<file path="config.mk">
export PLATFORM = sky130hd
export DESIGN_NAME = riscv_pipeline_ctrl
export DESIGN_NICKNAME = d
export VERILOG_FILES = /design/src/rtl/riscv_pipeline_ctrl_pkg.sv /design/src/rtl/riscv_pipeline_ctrl_hazard_detect.sv /design/src/rtl/riscv_pipeline_ctrl.sv
export SDC_FILE = /design/constraint.sdc
export NUM_CORES = 1
export LEC_CHECK = 0
export ABC_AREA = 1
export ABC_CLOCK_PERIOD_IN_PS = 5700
export CAP_MARGIN = 20
export CORE_MARGIN = 4
export CORE_UTILIZATION = 54
export DETAILED_ROUTE_END_ITERATION = 8
export PLACE_DENSITY_LB_ADDON = 0.25
export SYNTH_ARGS = -nofsm -noshare
export SYNTH_HDL_FRONTEND = slang
export SYNTH_SLANG_ARGS = --single-unit
export TNS_END_PERCENT = 20
</file>
<file path="constraint.sdc">
create_clock -name i_clk -period 5.7 [get_ports i_clk]
set_input_delay 1.14 -clock i_clk [delete_from_list [all_inputs] [get_ports i_clk]]
set_output_delay 1.14 -clock i_clk [all_outputs]
set_load 0.03 [all_outputs]
</file>
<file path="src/rtl/riscv_pipeline_ctrl_pkg.sv">
// Shared types for the pipeline stall/flush sequencer.
// State encoding, sequence counter width, control bundle.
package riscv_pipeline_ctrl_pkg;

    typedef enum logic [1:0] {
        ST_RUN      = 2'd0,
        ST_MDU      = 2'd1,
        ST_MEM_WAIT = 2'd2,
        ST_FLUSH    = 2'd3
    } ctrl_state_e;

    // Wide enough for MDU_LATENCY-2 (max 14) and FLUSH_CYCLES-1.
    localparam int SEQ_W = 4;

    // en/clr bit order: [3]=IF/ID [2]=ID/EX [1]=EX/MEM [0]=MEM/WB
    typedef struct packed {
        logic       pc_en;
        logic [3:0] en;
        logic [3:0] clr;
        logic       mdu_done;
    } ctrl_out_t;

    localparam logic [3:0] BANK_ALL   = 4'b1111;
    localparam logic [3:0] BANK_NONE  = 4'b0000;
    localparam logic [3:0] BANK_IFID  = 4'b1000;
    localparam logic [3:0] BANK_IDEX  = 4'b0100;
    localparam logic [3:0] BANK_EXMEM = 4'b0010;
    localparam logic [3:0] BANK_MEMWB = 4'b0001;

endpackage

</file>
<file path="src/rtl/riscv_pipeline_ctrl_hazard_detect.sv">
// Load-use hazard comparator between the ID sources
// and the destination of a load sitting in EX.
module riscv_hazard_detect (
    input  logic [4:0] i_id_rs1,
    input  logic [4:0] i_id_rs2,
    input  logic       i_id_rs1_used,
    input  logic       i_id_rs2_used,
    input  logic       i_ex_valid,
    input  logic [4:0] i_ex_rd,
    input  logic       i_ex_is_load,
    output logic       o_load_use
);

    logic rd_live;
    logic rs1_hit;
    logic rs2_hit;

    // x0 never carries a dependency
    assign rd_live = i_ex_valid & i_ex_is_load & (i_ex_rd != 5'd0);
    assign rs1_hit = i_id_rs1_used & (i_id_rs1 == i_ex_rd);
    assign rs2_hit = i_id_rs2_used & (i_id_rs2 == i_ex_rd);

    assign o_load_use = rd_live & (rs1_hit | rs2_hit);

endmodule

</file>
<file path="src/rtl/riscv_pipeline_ctrl.sv">
// Stall/flush sequencer for the 5-stage pipeline.
// Drives bank enables/clears; counts stalled cycles.
module riscv_pipeline_ctrl
    import riscv_pipeline_ctrl_pkg::*;
#(
    parameter int MDU_LATENCY  = 4,
    parameter int FLUSH_CYCLES = 1,
    parameter int CNT_W        = 32
) (
    input  logic             i_clk,
    input  logic             i_rst,
    input  logic [4:0]       i_id_rs1,
    input  logic [4:0]       i_id_rs2,
    input  logic             i_id_rs1_used,
    input  logic             i_id_rs2_used,
    input  logic             i_ex_valid,
    input  logic [4:0]       i_ex_rd,
    input  logic             i_ex_is_load,
    input  logic             i_ex_mdu,
    input  logic             i_ex_redirect,
    input  logic             i_trap,
    input  logic             i_mem_req,
    input  logic             i_mem_ack,
    output logic             o_pc_en,
    output logic             o_en_ifid,
    output logic             o_en_idex,
    output logic             o_en_exmem,
    output logic             o_en_memwb,
    output logic             o_clr_ifid,
    output logic             o_clr_idex,
    output logic             o_clr_exmem,
    output logic             o_clr_memwb,
    output logic             o_mdu_done,
    output logic [1:0]       o_state,
    output logic [CNT_W-1:0] o_stall_cnt
);

    localparam logic [SEQ_W-1:0] MDU_LD =
        SEQ_W'(MDU_LATENCY - 2);
    localparam logic [SEQ_W-1:0] FLUSH_LD =
        (FLUSH_CYCLES > 0) ? SEQ_W'(FLUSH_CYCLES - 1) : '0;
    localparam ctrl_state_e REDIR_ST =
        (FLUSH_CYCLES > 0) ? ST_FLUSH : ST_RUN;

    ctrl_state_e      state;
    ctrl_state_e      nxt_state;
    logic [SEQ_W-1:0] seq;
    logic [SEQ_W-1:0] nxt_seq;
    logic [CNT_W-1:0] stall_cnt;
    ctrl_out_t        ctl;
    logic             load_use;
    logic             mem_stall;
    logic             mdu_start;

    riscv_hazard_detect u_hazard (
        .i_id_rs1      (i_id_rs1),
        .i_id_rs2      (i_id_rs2),
        .i_id_rs1_used (i_id_rs1_used),
        .i_id_rs2_used (i_id_rs2_used),
        .i_ex_valid    (i_ex_valid),
        .i_ex_rd       (i_ex_rd),
        .i_ex_is_load  (i_ex_is_load),
        .o_load_use    (load_use)
    );

    assign mem_stall = i_mem_req & ~i_mem_ack;
    assign mdu_start = i_ex_valid & i_ex_mdu;

    // Hazard priority resolution, bank controls and next state
    always_comb begin
        nxt_state    = state;
        nxt_seq      = seq;
        ctl.pc_en    = 1'b1;
        ctl.en       = BANK_ALL;
        ctl.clr      = BANK_NONE;
        ctl.mdu_done = 1'b0;
        if (i_rst) begin
            ctl.pc_en = 1'b0;
            ctl.en    = BANK_NONE;
            ctl.clr   = BANK_ALL;
            nxt_state = ST_RUN;
            nxt_seq   = '0;
        end else begin
            unique case (state)
                ST_RUN: begin
                    if (i_trap) begin
                        ctl.clr   = BANK_IFID | BANK_IDEX | BANK_EXMEM;
                        nxt_state = REDIR_ST;
                        nxt_seq   = FLUSH_LD;
                    end else if (mem_stall) begin
                        ctl.pc_en = 1'b0;
                        ctl.en    = BANK_MEMWB;
                        ctl.clr   = BANK_MEMWB;
                        nxt_state = ST_MEM_WAIT;
                    end else if (mdu_start) begin
                        ctl.pc_en = 1'b0;
                        ctl.en    = BANK_MEMWB;
                        ctl.clr   = BANK_MEMWB;
                        nxt_state = ST_MDU;
                        nxt_seq   = MDU_LD;
                    end else if (i_ex_redirect) begin
                        ctl.clr   = BANK_IFID | BANK_IDEX;
                        nxt_state = REDIR_ST;
                        nxt_seq   = FLUSH_LD;
                    end else if (load_use) begin
                        ctl.pc_en = 1'b0;
                        ctl.en    = BANK_ALL & ~BANK_IFID;
                        ctl.clr   = BANK_IDEX;
                    end
                end
                ST_MDU: begin
                    if (seq == '0) begin
                        ctl.mdu_done = 1'b1;
                        nxt_state    = ST_RUN;
                    end else begin
                        ctl.pc_en = 1'b0;
                        ctl.en    = BANK_MEMWB;
                        ctl.clr   = BANK_MEMWB;
                        nxt_seq   = seq - 1'b1;
                    end
                end
                ST_MEM_WAIT: begin
                    if (i_mem_ack) begin
                        nxt_state = ST_RUN;
                    end else begin
                        ctl.pc_en = 1'b0;
                        ctl.en    = BANK_MEMWB;
                        ctl.clr   = BANK_MEMWB;
                    end
                end
                ST_FLUSH: begin
                    // wrong-path redirects are dropped here
                    if (i_trap) begin
                        ctl.clr = BANK_IFID | BANK_IDEX | BANK_EXMEM;
                        nxt_seq = FLUSH_LD;
                    end else if (seq == '0) begin
                        ctl.clr   = BANK_IFID;
                        nxt_state = ST_RUN;
                    end else begin
                        ctl.clr = BANK_IFID;
                        nxt_seq = seq - 1'b1;
                    end
                end
            endcase
        end
    end

    // State, sequence counter and saturating stall counter
    always_ff @(posedge i_clk) begin
        if (i_rst) begin
            state     <= ST_RUN;
            seq       <= '0;
            stall_cnt <= '0;
        end else begin
            state <= nxt_state;
            seq   <= nxt_seq;
            if (!ctl.pc_en && !(&stall_cnt)) begin
                stall_cnt <= stall_cnt + 1'b1;
            end
        end
    end

    assign o_pc_en     = ctl.pc_en;
    assign o_en_ifid   = ctl.en[3];
    assign o_en_idex   = ctl.en[2];
    assign o_en_exmem  = ctl.en[1];
    assign o_en_memwb  = ctl.en[0];
    assign o_clr_ifid  = ctl.clr[3];
    assign o_clr_idex  = ctl.clr[2];
    assign o_clr_exmem = ctl.clr[1];
    assign o_clr_memwb = ctl.clr[0];
    assign o_mdu_done  = ctl.mdu_done;
    assign o_state     = state;
    assign o_stall_cnt = stall_cnt;

endmodule
</file>
==> metrics.md, run 1 <==
| Metric | Value |
|---|---|
| Post-synthesis xor/xnor area fraction | 4.70% |
| Final min period | 4.24 ns |
| Gpl congestion | 0.937 |
| Max_cap viols | 0 |
| CTS resizes | 0 |
| Die H | 80.0 um |
| Yosys top cell by area | dfxtp_1 |
| Post-Synth Adder-Cell Area | 0.895% |
| CP top delay family | buffers and inverters |
| Avg Cell Area, Syn | 5.80 um^2 |
| Final Cycle Share | 74.4% |
| Worst-margin pin slew | 0.579 ns |
| Bufs and invs on worst path | 5 |
| Max Slew Vio Count | 0 |
| Total power | 954 uW |
| Largest family of logic cells by synthesized area | simple AND/OR/NAND/NOR gates |
| Core area | 0.00488 mm^2 |
| Root Driver | clkbuf_8 |
| Endpoints failing hold | 0 |
| Syn Std Cell Area | 0.00280 mm^2 |
| Setup Crit Path Kind | input pin to output pin |
| HPWL Detailed | 6320 um |
| Post-synth EDFFs | 0 |
| Asr flop ratio synth | 0% |
| Setup WS post-layout | 1.46 ns |
| Worst-Skew Late Latency | 0.30 ns |
| Routed Antenna Nets | 0 |
| Number of library cell types mapped by synthesis | 30 |
| Clk sinks | 38 |
| CP Depth | 10 |
| Total Die Area | 0.00639 mm^2 |
| Pre-CTS WS | 1.46 ns |
| Reg2Reg Depth | 9 |
| Multiplexer share of the synthesized area | 0% |
| Most common cell in the netlist | nand2_1 |
| Post-CTS setup buffer count | 0 |
| Largest stage delay, worst path | 0.66 ns |
| Drt wl/cell | 13.6 um |
| Status | completed |
| Inserted Clock Buffers | 5 |
| Max Fclk | 236 MHz |
| Critical path cell sequence | clkdlybuf4s50_1 -> inv_1 -> nand2_1 -> inv_1 -> nor2_1 -> o21ai_1 -> a21oi_2 -> nand2_2 -> inv_1 -> clkdlybuf4s50_1 |
| Share of cells above drive strength 1 | 4.40% |
| CTS tree | yes |
| Setup TNS | 0 ns |
| PwrDens | 266 mW/mm^2 |
| Post-Syn Instances | 482 |
| Nets@finish | 573 |
| Setup violators final | 0 |
| RSZ-0062 raised after global routing | no |
| Post-synth top flop | dfxtp_1 |
| CP arrival | 3.10 ns |
| Top post-synthesis cells by count | 168 x nand2_1, 62 x nor2_1, 46 x inv_1, 46 x nand3_1 |
| Yosys reg bits | 38 |
| Max VDD drop | 280 uV |
| Effective utilization at floorplan | 57.3% |
| GRT overflow | 0 |
| Worst setup SP type | input pin |
| Final Cell Area | 0.00359 mm^2 |
| Simple-gate share of the synthesized area | 47.0% |
| P&R area growth vs syn | 28.3% |
| DRC Markers | 0 |
| CP Capture Type | output pin |
| Final Core Density | 73.5% |
| Slew Limit Headroom | 61.3% |
| Die X | 80.0 um |
| Vias per std cell | 5.37 |
| Largest net degree at the start of global routing | 35 |
| Via count | 3289 |
| Clock skew | 0.0117 ns |
| WL final | 8330 um |
| Antenna Cells | 0 |
| Cell repeated most along the worst path | inv_1 |
| Area after DPL | 0.00350 mm^2 |
| Top Ports | 70 |
| Maximum root-to-sink buffer count | 2 |
| Worst path slowest cell | clkdlybuf4s50_1 |
| Yosys top cell area share | 27.2% |
| WP data required | 4.56 ns |
| Clock transition at path regs | 0.08 ns |
| Hold_buf cts | 0 |
| Antenna violations before repair | 0 |
| Syn_nets | 510 |
| Global-route wire length before repair | 14200 um |
| All-Layer GR Usage | 27.7% |
| Rows | 25 |
| H-tree levels | 2 |
| Compound-cell area share of the yosys netlist | 10.1% |
| WHS Path Cells | 2 |
| Leakage power | 1.41 nW |
| Sequential-to-total area share from yosys stat | 27.2% |
| Critical Path Fanout Max | 4 |
| Synth warn | 0 |
| Vias in the first global route | 3167 |
| Number of buffers added on ports | 69 |
| Pre-antenna DRT Iters | 5 |
| Iteration-0 DRC Markers | 210 |
| Worst Hold Class | flip-flop to flip-flop |
| Synth area leaders | dfxtp_1 27%, nand2_1 23%, nor2_1 8.3% |
state kept, by name, summed over array words and instances, names as in the netlist:
register,flops
o_stall_cnt,32
seq,4
o_state,2
metrics by stage:
step,std cells,hold WS [ns]
after global routing,613,0.505
after global placement,605,0.457
after floorplan,482,0.441
after detailed placement,605,0.456
after CTS,613,0.467
final,613,0.465
per-layer routing:
layer | vias to the layer above | routed length (um) | GRT usage (%)
met5 | - | 0 | 0
met4 | 0 | 274 | 10.3
met3 | 25 | 527 | 5.64
met2 | 136 | 3960 | 47.9
met1 | 1468 | 3570 | 33.5
li1 | 1660 | - | -
path summary, 6_finish.rpt:
path | start | endpoint | slack [ns]
max | i_mem_ack | o_pc_en | 1.46
min | seq[1]$_SDFFE_PP0P_ | seq[1]$_SDFFE_PP0P_ | 0.46
max reg2reg | o_stall_cnt[0]$_SDFFE_PP0P_ | o_stall_cnt[22]$_SDFFE_PP0P_ | 2.77
min reg2reg | seq[1]$_SDFFE_PP0P_ | seq[1]$_SDFFE_PP0P_ | 0.46
area by class of cell:
cell class                      count  area, um^2
Multi-Input combinational cell    377        1750
Fill cell                         442        1290
Sequential cell                    38         761
Clock buffer                        7        86.3
Tap cell                           67        83.8
Clock inverter                      1        5.00
Timing Repair Buffer               71         706
Inverter                           52         195
worst register-to-register path, cell delays in order, from the launching register on:
cell     delay [ns]
dfxtp_1        0.49
ha_1           0.38
nand2_2        0.14
nor2_4         0.16
nand2_2        0.12
nor2_4         0.17
nand4_4        0.44
nand2_2        0.66
nand2_1        0.11
a21oi_1        0.18
cells by family (layout without fill, tap and decap cells):
group,after synthesis,in the layout
flops,38,38
simple gates,307,307
compound gates,53,53
xor+xnor,15,15
buf+inv,67,131
fa+ha+maj,2,2
layout by cell type (no fill, tap or decap):
cell             synthesis  layout
nor4_2                   1       1
and3_1                   1       1
a21oi_2                  1       1
a21boi_0                 1       1
ha_1                     2       2
inv_2                    6       6
nor2_4                   2       2
a21oi_1                 38      38
nand3_1                 46      46
nor2_1                  62      62
dfxtp_1                 38      38
o221ai_1                 1       1
nand3b_1                 7       7
clkdlybuf4s50_1          0      69
o22ai_1                  1       1
a211oi_1                 1       1
inv_1                   46      46
nand2_2                  4       4
o21bai_1                 1       1
xor2_1                  12      12
nand4_4                  1       1
buf_4                    2       2
nand2_1                168     168
o21ai_1                  1       1
o21ai_0                  8       8
nand4_1                  4       4
clkbuf_8                 0       6
clkinv_2                 0       1
clkbuf_1                 8       1
nor3_1                  11      11
xnor2_1                  3       3
power by group:
group / switching, mW / leakage [nW] / internal (mW) / total (mW)
Combinational: 0.289 / 1.05 / 0.150 / 0.440
Sequential: 0.0278 / 0.307 / 0.288 / 0.316
Clock: 0.101 / 0.0482 / 0.0977 / 0.199
Note: power is estimated with default switching activity, not from simulation.
==> inputs of run 2 (changes only) <==
--- a/config.mk
+++ b/config.mk
@@ -6,10 +6,10 @@
 export NUM_CORES = 1
 export LEC_CHECK = 0
 export ABC_AREA = 1
-export ABC_CLOCK_PERIOD_IN_PS = 5700
+export ABC_CLOCK_PERIOD_IN_PS = 3590
 export CAP_MARGIN = 20
 export CORE_MARGIN = 4
-export CORE_UTILIZATION = 54
+export CORE_UTILIZATION = 45
 export DETAILED_ROUTE_END_ITERATION = 8
 export PLACE_DENSITY_LB_ADDON = 0.25
 export SYNTH_ARGS = -nofsm -noshare
==> constraint.sdc (replaced) <==
create_clock -name i_clk -period 3.59 [get_ports i_clk]
set_input_delay 0.718 -clock i_clk [delete_from_list [all_inputs] [get_ports i_clk]]
set_output_delay 0.718 -clock i_clk [all_outputs]
set_load 0.03 [all_outputs]
==> run 2 against run 1 <==
Against the previous run: global-route usage fell by 6.1 points; core utilization is 13 points lower; power is 61% higher; first-iteration DRC count fell by 26%; non-clock buffer count is 2 higher; combinational power grew 54%; via count down 2.4%; clock power rose by 79%; highest routed layer unchanged; cell area up 0.56%; worst setup slack got worse by 0.76 ns; cell count is 1.6% higher.
==> metrics.md, run 2 (synthesized netlist as in run 1, its figures left out) <==
| Metric | Value |
|---|---|
| Setup Crit Path Kind | input pin to output pin |
| All-Layer GR Usage | 21.6% |
| Max Fclk | 346 MHz |
| Setup WS post-layout | 0.701 ns |
| Clock transition at path regs | 0.07 ns |
| Vias in the first global route | 2984 |
| Critical Path Start | i_mem_ack |
| GRT overflow | 0 |
| Top Ports | 70 |
| Max Slew Vio Count | 0 |
| Largest net degree at the start of global routing | 37 |
| Iteration-0 DRC Markers | 155 |
| Final Core Density | 60.2% |
| Vias per std cell | 5.15 |
| Total power | 1.53 mW |
| Slew Limit Headroom | 63.0% |
| Share of cells above drive strength 1 | 6.02% |
| Final Instance Count excl. Fillers | 623 |
| Final min period | 2.89 ns |
| Met1 GRT Util | 26.7% |
| Pre-CTS WS | 0.618 ns |
| Drt wl/cell | 12.8 um |
| Worst setup SP type | input pin |
| WHS | 0.464 ns |
| HPWL Detailed | 6150 um |
| Met2 usage | 37.3% |
| P&R area growth vs syn | 29.0% |
| Status | completed |
| Final Cycle Share | 80.5% |
| Die X | 86.8 um |
| Endpoints failing hold | 0 |
| Worst-Skew Late Latency | 0.29 ns |
| H-tree levels | 2 |
| R2R Path Start | seq[0]$_SDFFE_PP0P_ |
| Post-CTS setup buffer count | 0 |
| Critical Path Fanout Max | 4 |
| Max VDD drop | 383 uV |
| Most frequent cells in the layout | 168 x nand2_1, 62 x nor2_1, 61 x clkdlybuf4s50_1 |
| Routed Antenna Nets | 0 |
| Leakage power | 1.43 nW |
| Worst-margin pin slew | 0.553 ns |
| Commonest non-fill, non-tap cell in the layout | nand2_1 |
| CTS resizes | 0 |
| Gpl congestion | 0.982 |
| Maximum root-to-sink buffer count | 2 |
| Global-route wire length before repair | 13200 um |
| Clock skew | 0.0108 ns |
| CTS tree | yes |
| Setup violators final | 0 |
| Final Cell Area | 0.00361 mm^2 |
| Root Driver | clkbuf_8 |
| Antenna Cells | 0 |
| RSZ-0062 raised after global routing | no |
| Rows | 28 |
| Hold_buf cts | 0 |
| Met3 Use GR | 3.04% |
| Number of buffers added on ports | 69 |
| Reg2Reg Depth | 13 |
| Worst Hold Launch | seq[1]$_SDFFE_PP0P_ |
| PwrDens | 425 mW/mm^2 |
| Clk sinks | 38 |
| Inst Count DP | 615 |
| Gr busiest metal | met2 |
| Nets@finish | 575 |
| Via count | 3209 |
| WP data required | 2.87 ns |
| Die H | 86.8 um |
| Worst Hold Class | flip-flop to flip-flop |
| CP Capture Type | output pin |
| CP arrival | 2.17 ns |
| Inserted Clock Buffers | 5 |
| Area after DPL | 0.00350 mm^2 |
| DRC Markers | 0 |
| Core area | 0.00599 mm^2 |
| Effective utilization at floorplan | 46.7% |
| WHS Path Cells | 2 |
| Antenna violations before repair | 0 |
| Setup TNS | 0 ns |
| Largest register FFs | 32 |
| Pre-antenna DRT Iters | 5 |
| Filler cells | 601 |
| Total Die Area | 0.00754 mm^2 |
| WL final | 7950 um |
| Max_cap viols | 0 |
## run 2: final timing paths
kind	end	slack (ns)
min reg2reg	seq[1]$_SDFFE_PP0P_	0.46
max reg2reg	o_stall_cnt[16]$_SDFFE_PP0P_	1.22
min	seq[1]$_SDFFE_PP0P_	0.46
max	o_en_ifid	0.70
## run 2: area by class of cell
| type | instances | area (um^2) | area share (%) |
|---|---|---|---|
| clock inverter | 1 | 30.0 | 0.832 |
| multi-input combinational | 377 | 1750 | 48.5 |
| timing repair buffer | 73 | 701 | 19.4 |
| clock buffer | 7 | 76.3 | 2.12 |
| sequential | 38 | 761 | 21.1 |
| inverter | 52 | 195 | 5.41 |
| tap | 75 | 93.8 | 2.60 |
## run 2: metal layers
layer / vias to the layer above / share of wire, %
met5: - / 0
met4: 0 / 3.0
met3: 21 / 4.5
met2: 101 / 47
li1: 1660 / -
met1: 1427 / 45
## run 2: report_power, final
group          switching [mW]  internal [mW]  total, mW  leakage (nW)
clock                   0.148          0.208      0.356        0.0524
sequential             0.0449          0.457      0.502         0.307
combinational           0.445          0.231      0.676          1.07
total                   0.638          0.896       1.53          1.43
## run 2: critical path, cell delays in order
cell             delay, ns
clkdlybuf4s50_1       0.45
inv_1                 0.05
nand2_1               0.08
inv_1                 0.06
nor2_1                0.12
o21ai_1               0.11
a21oi_2               0.23
nand2_2               0.11
inv_1                 0.08
buf_4                 0.16
